==> config.mk <==
export PLATFORM = sky130hd
export DESIGN_NAME = request_unit
export DESIGN_NICKNAME = d
export VERILOG_FILES = /design/src/rtl/cpu_types_pkg.sv /design/src/rtl/sat_counter.sv /design/src/rtl/request_unit.sv
export SDC_FILE = /design/constraint.sdc
export NUM_CORES = 1
export LEC_CHECK = 0
export BUFFER_PORTS_ARGS = -buffer_cell sky130_fd_sc_hd__buf_2
export CAP_MARGIN = 20
export CORE_MARGIN = 2
export CORE_UTILIZATION = 30
export DETAILED_ROUTE_END_ITERATION = 7
export GPL_ROUTABILITY_DRIVEN = 0
export PLACE_DENSITY = 0.61
export SLEW_MARGIN = 40
export SYNTH_ARGS = -nofsm -noshare
export SYNTH_HDL_FRONTEND = slang
export SYNTH_HIERARCHICAL = 1
export SYNTH_SLANG_ARGS = --single-unit
==> constraint.sdc <==
create_clock -name CLK -period 2 [get_ports CLK]
set_input_delay 0.1 -clock CLK [delete_from_list [all_inputs] [get_ports CLK]]
set_output_delay 0.1 -clock CLK [all_outputs]
set_load 0.01 [all_outputs]
==> src/rtl/cpu_types_pkg.sv <==
// Shared CPU types: request-unit state encoding and stall-counter width.
package cpu_types_pkg;

    // Width of the memory stall performance counters
    localparam int STALL_CNT_W = 16;

    // Memory request arbitration states
    typedef enum logic [1:0] {
        FETCH  = 2'b00,
        DATA   = 2'b01,
        HALTED = 2'b10
    } reqstate_t;

endpackage

==> src/rtl/sat_counter.sv <==
// Saturating up-counter: counts cycles with inc high, sticks at all-ones.
module sat_counter #(
    parameter int width = 16
) (
    input  logic             CLK,
    input  logic             RST,
    input  logic             inc,
    output logic [width-1:0] count
);

    localparam logic [width-1:0] CNT_MAX = {width{1'b1}};
    localparam logic [width-1:0] CNT_ONE = {{(width-1){1'b0}}, 1'b1};

    logic [width-1:0] count_r;

    // Count register: increments on inc, never wraps past all-ones
    always_ff @(posedge CLK or posedge RST) begin
        if (RST) begin
            count_r <= {width{1'b0}};
        end else if (inc && (count_r != CNT_MAX)) begin
            count_r <= count_r + CNT_ONE;
        end else begin
            count_r <= count_r;
        end
    end

    assign count = count_r;

endmodule

==> src/rtl/request_unit.sv <==
// Memory request arbiter: instruction fetch vs. data access, with halt
// handling, single-issue protection for data ops and stall counters.
module request_unit
    import cpu_types_pkg::*;
(
    input  logic                   CLK,
    input  logic                   RST,
    input  logic                   ihit,
    input  logic                   dhit,
    input  logic                   mem_dREN,
    input  logic                   mem_dWEN,
    input  logic                   mem_halt,
    input  logic                   mem_advance,
    output logic                   imemREN,
    output logic                   dmemREN,
    output logic                   dmemWEN,
    output logic                   halt,
    output logic [STALL_CNT_W-1:0] dstall_cnt,
    output logic [STALL_CNT_W-1:0] istall_cnt
);

    reqstate_t state_r;
    reqstate_t next_state_s;
    logic      served_r;
    logic      halt_r;
    logic      imem_ren_s;
    logic      dmem_ren_s;
    logic      dmem_wen_s;
    logic      dstall_inc_s;
    logic      istall_inc_s;

    // State register; reset returns to FETCH immediately, dropping any data request
    always_ff @(posedge CLK or posedge RST) begin
        if (RST) begin
            state_r <= FETCH;
        end else begin
            state_r <= next_state_s;
        end
    end

    // Next-state and request outputs; a pending data op outranks fetch and halt
    always_comb begin
        next_state_s = state_r;
        imem_ren_s   = 1'b0;
        dmem_ren_s   = 1'b0;
        dmem_wen_s   = 1'b0;
        case (state_r)
            FETCH: begin
                imem_ren_s = 1'b1;
                if ((mem_dREN || mem_dWEN) && !served_r) begin
                    next_state_s = DATA;
                end else if (mem_halt) begin
                    next_state_s = HALTED;
                end else begin
                    next_state_s = FETCH;
                end
            end
            DATA: begin
                // A load+store combination is issued as a store only
                dmem_wen_s = mem_dWEN;
                dmem_ren_s = mem_dREN & ~mem_dWEN;
                if (dhit) begin
                    next_state_s = FETCH;
                end else begin
                    next_state_s = DATA;
                end
            end
            HALTED: begin
                next_state_s = HALTED;
            end
            default: begin
                next_state_s = FETCH;
            end
        endcase
    end

    // Served flag: blocks re-issue of a completed op until the EX/MEM latch moves on
    always_ff @(posedge CLK or posedge RST) begin
        if (RST) begin
            served_r <= 1'b0;
        end else if (mem_advance) begin
            served_r <= 1'b0;
        end else if ((state_r == DATA) && dhit) begin
            served_r <= 1'b1;
        end else begin
            served_r <= served_r;
        end
    end

    // Sticky halt flag, set on the edge that enters HALTED
    always_ff @(posedge CLK or posedge RST) begin
        if (RST) begin
            halt_r <= 1'b0;
        end else if (next_state_s == HALTED) begin
            halt_r <= 1'b1;
        end else begin
            halt_r <= halt_r;
        end
    end

    assign dstall_inc_s = (state_r == DATA) && !dhit;
    assign istall_inc_s = imem_ren_s && !ihit;

    sat_counter #(.width(STALL_CNT_W)) u_dstall (
        .CLK   (CLK),
        .RST   (RST),
        .inc   (dstall_inc_s),
        .count (dstall_cnt)
    );

    sat_counter #(.width(STALL_CNT_W)) u_istall (
        .CLK   (CLK),
        .RST   (RST),
        .inc   (istall_inc_s),
        .count (istall_cnt)
    );

    assign imemREN = imem_ren_s;
    assign dmemREN = dmem_ren_s;
    assign dmemWEN = dmem_wen_s;
    assign halt    = halt_r;

endmodule

==> After elaboration in Yosys (flattened, before gate mapping) <==
Index checks and enable logic that the tools add are counted.
Widths: inputs -> output; s select.
{ "word_totals": {"register_bits": 36, "input_bits": 8, "output_inout_bits": 36, "word_cells": 35} }
{ "op_classes": {"addsub": 2, "n_eq_ne": 5, "mux": 9, "bitwise_logic": 2, "reduce_logical": 12} }
{ "op_table": {"columns": ["op", "count"], "rows": [
  ["$add 16x1->16 const B", 2],
  ["$ne 16x16->1 const B", 2],
  ["$logic_and 1x1->1", 6],
  ["$mux 1", 6],
  ["$pmux 2 s3", 1],
  ["$eq 2x2->1 const B", 2],
  ["$mux 2", 2],
  ["$logic_not 1->1", 3],
  ["$eq 2x1->1 const B", 1],
  ["$logic_not 2->1", 1],
  ["$reduce_bool 2->1", 1],
  ["$and 1x1->1", 1],
  ["$logic_or 1x1->1", 1],
  ["$not 1->1", 1]
]} }

==> Depth between registers and ports, before layout <==
{ "logic_depth": {"ltp_word": 5, "mapped_depth": 6, "ltp_nobuf": 5} }

==> Modules after synthesis <==
The synthesis kept the hierarchy.
{ "modules_own_cells": {"columns": ["mod", "instances", "cells_each", "area_each_um2", "seq_area_each_um2"], "rows": [
  ["sat_counter", 2, 71, 805.8, 400.4],
  ["request_unit", 1, 23, 212.7, 100.1]
]} }

==> Worst setup path after synthesis <==
No wires, ideal clock.
{ "synth_timing": {"kind": "register -> register", "start": "register state_r[1]", "end": "register u_dstall.count_r[14], in the netlist u_dstall/count[14]", "setup_ps": 125, "arrival_time_ps": 1772, "required_time_ps": 1875, "slack_ps": 103, "path_stages_with_launch": 7, "synth_period_minus_slack_ps": 1897, "cell_sequence": "dfrtp_1 > buf_2 > nor3b_1 > and4_1 > nand3_1 > nor2_1 > mux2_2"} }
{ "synth_between": {"elab_chain_len": 3} }
{ "synth_lines": {"columns": ["item", "line_no", "rtl"], "rows": [
  ["start, declared", "request_unit.sv:22", "reqstate_t state_r;"],
  ["start signal, assigned", "request_unit.sv:37", "state_r <= next_state_s;"],
  ["$eq 2x1->1", "request_unit.sv:101", "assign dstall_inc_s = (state_r == DATA) && !dhit;"],
  ["$logic_and 1x1->1", "request_unit.sv:101", null],
  ["net dstall_inc_s", "request_unit.sv:29", "logic dstall_inc_s;"],
  ["$logic_and 1x1->1", "sat_counter.sv:20", "end else if (inc && (count_r != CNT_MAX)) begin"],
  ["end signal, assigned", "sat_counter.sv:19", "count_r <= {width{1'b0}};"],
  ["end signal, assigned", "sat_counter.sv:21", "count_r <= count_r + CNT_ONE;"],
  ["end signal, assigned", "sat_counter.sv:23", "count_r <= count_r;"],
  ["end, declared", "sat_counter.sv:14", "logic [width-1:0] count_r;"]
]} }
The timed path passes the listed nets, and every way through them passes these cells.
A chain may end at the register's enable or synchronous reset.

==> Worst setup path in the final report <==
Ends and elaborated chain as after synthesis.

==> metrics.txt <==
die width 82.0 um; Setup crit start kind flop; proportion of synthesized area in mux cells under 10%; Hold Vio Cnt, Final 0; critical path required time 2.16 ns; Worst Min Path Start dhit; CP Capture Type flop; Synth Warn # 6; largest net degree at the start of global routing 17; first-pass GRT wire length around 6200 um; Sink Count 36; DRC Markers 0; Pleak approximately 1.1 nW; Yosys cell types 30; Fill cells 605; Pwr Density 977 nW/um^2; total routed wirelength approximately 3800 um; hpwl dp between 2000 and 3000 um; CP startpoint state_r[1]$_DFF_PP0_; Seq/Total Area, Yosys 49.4%; Port-buffer cells 43; Core Footprint roughly 6000 um^2; I/O Pins 44; MaxCap Viol Count 0; Final nets around 230; Synth Area in Simple Gates between 30% and 40%; Post-Syn Area 1820 um^2; top-area cell type share of the netlist area 49.4%; main combinational cell family by area after synthesis simple AND/OR/NAND/NOR gates; die area 6720 um^2; drt via density between 4 and 5; gr ovfl total 0; Area contributors post-synth dfrtp_1 49%, xnor2_1 11%, nand3_1 3.8%, nand4_1 3.4%, and4_1 2.9%; Synth Instances 165; layout cells sized above 1 32.7%; Tmin final around 1.8 ns; Buf/Inv on CP 0; vias in the first global route 1333; vias roughly 1400; Iter 0 DRT Violations 32; clock latency on the worst-skew pair between 0.2 and 0.3 ns; WL/cell between 10 and 15 um; # setup viols final 0; post-cts resize count 0; ANT nets after route 0; CTS tree done; Max FO, Critical Path 8; H-tree levels 2; worst slew pin tran 0.616 ns; Post-CTS Setup Bufs 0; crit-path max cell delay roughly 0.47 ns; Reg clk slew, reported paths 0.07 ns; Critical-path top delay cell dfrtp_1; CP arrival 1.95 ns; initial core utilization a little under a third; Area after DPL 2150 um^2; GRT Util Overall 12.0%; Crit path max-delay family simple AND/OR/NAND/NOR gates; fin. max-slew vios 0; area leader, netlist dfrtp_1; clk buf depth 2; final worst-path cycle share 89.0%; Max Fclk 562 MHz; post-synthesis xor/xnor area fraction roughly a tenth; final cell area excluding filler cells ~2300 um^2; Adder-Cell Fraction of Synth Area 1.37%; outcome finished clean; initial antenna violation count 0; diode count 0; setup TNS 0 ns; Area Overhead vs Synth 23.9%; skew final 0.00223 ns; Root Buffer clkbuf_8; RSZ-0062 raised after global routing no; FF+latch count, synth 36; Avg Inst Size Synth around 11 um^2; Setup Crit Path Kind reg2reg; largest vdd supply drop 0.719 mV; worst hold path type in2reg; R2R Path Start state_r[1]$_DFF_PP0_; complex-gate fraction of the synthesized area under 10%; DR pass1 iterations 4; Max-slew headroom 58.9%; Die Y between 80 and 90 um; syn nets 175; crit-path cells nor3b_1, and4_1, nand3_1, nor2_1, mux2_2; CTS buffer count 5; # rows 28
logic make-up (layout without fill, tap and decap cells):
group	count (synthesis)	count (layout)
simple gates	85	85
compound gates	9	9
flops	36	36
xor+xnor	22	22
mux	6	6
buf+inv	5	60
fa+ha+maj	2	2
stage by stage:
stage          instances  power [mW]  hold slack (ns)  util [%]  setup WS [ns]
4_1_cts              295        2.24           0.0994      38.4          0.193
3_5_place_dp         285        1.69           0.0185      36.5          0.214
2_1_floorplan        165        1.43           -0.134         -          0.103
3_3_place_gp         285        1.68           0.0185      36.5          0.266
6_report             295        2.21            0.107      38.4          0.219
5_1_grt              295        2.37            0.117      38.4         0.0576
worst paths after layout:
check / to / slack, ns / cells past startpoint
worst max-delay path: u_dstall/count[14]$_DFFE_PP0P_ / 0.22 / 5
worst min-delay path: state_r[0]$_DFF_PP0_ / 0.11 / 3
worst max register to register: u_dstall/count[14]$_DFFE_PP0P_ / 0.22 / 5
worst min register to register: halt$_DFFE_PP0N_ / 0.46 / 1
max in group asynchronous: u_istall/count[3]$_DFFE_PP0P_ / 1.13 / 3
min in group asynchronous: state_r[1]$_DFF_PP0_ / 0.27 / 3
Yosys cell counts:
| cell type | count |
|---|---|
| and3_2 | 3 |
| dfrtp_1 | 36 |
| nor3b_1 | 1 |
| mux2i_1 | 2 |
| buf_2 | 1 |
| a21oi_1 | 5 |
| nor2_1 | 10 |
| xnor2_1 | 22 |
| inv_1 | 4 |
| nor4_4 | 2 |
| o21a_1 | 2 |
| a211oi_2 | 1 |
| ha_1 | 2 |
| nand4_1 | 10 |
| nand4_4 | 2 |
| nand2_2 | 2 |
| nand3_1 | 14 |
| nor3_1 | 1 |
| and4_2 | 2 |
| a31oi_1 | 1 |
| nand4_2 | 2 |
| and2_1 | 2 |
| or2_1 | 2 |
| nand2b_1 | 3 |
| nor2_2 | 1 |
| and4_1 | 6 |
| nand2_1 | 13 |
| mux2_2 | 4 |
| and3_1 | 8 |
| and4bb_2 | 1 |
per-layer routing:
layer | wire length (um) | global-route usage [%] | up-vias
met5 | 0 | 0 | -
met4 | 0 | 3.50 | 0
met3 | 205 | 3.08 | 0
met2 | 1770 | 19.7 | 40
met1 | 1810 | 15.5 | 698
li1 | - | - | 705
area by class of cell:
cell class                      count  area [um^2]  share of cell area, %
Clock buffer                        8         90.1                   3.98
Inverter                            4         15.0                  0.664
Multi-Input combinational cell    124          903                   40.0
Sequential cell                    36          901                   39.8
Tap cell                           75         93.8                   4.15
Timing Repair Buffer               48          258                   11.4
sequential cells by signal, summed over array words and instances, names as in the netlist:
name and cells:
served_r 1, u_dstall/count 16, halt 1, u_istall/count 16, state_r 2
worst reg2reg max path, stage by stage (launching register included):
cell     delay, ns
dfrtp_1       0.47
nor3b_1       0.27
and4_1        0.31
nand3_1       0.14
nor2_1        0.14
mux2_2        0.34
cells in the final DEF, fill, tap and decap left out, types with 3 or more instances in the layout:
master / synthesis / layout
buf_2: 1 / 43
dfrtp_1: 36 / 36
xnor2_1: 22 / 22
nand3_1: 14 / 14
nand2_1: 13 / 13
nor2_1: 10 / 10
nand4_1: 10 / 10
and3_1: 8 / 8
clkbuf_8: 0 / 6
and4_1: 6 / 6
a21oi_1: 5 / 5
inv_1: 4 / 4
mux2_2: 4 / 4
nand2b_1: 3 / 3
and3_2: 3 / 3
buf_4: 0 / 3
where the power goes:
part	switching, mW	internal, mW
Combinational	0.321	0.304
Sequential	0.197	0.860
Clock	0.246	0.281
repair_timing:
| action | CTS | global route |
|---|---|---|
| hold buffers | 2 | 0 |
| endpoints found under the hold margin | 37 | 0 |
| setup endpoints to repair | 0 | 0 |
Power figures use the tool's default switching activity.
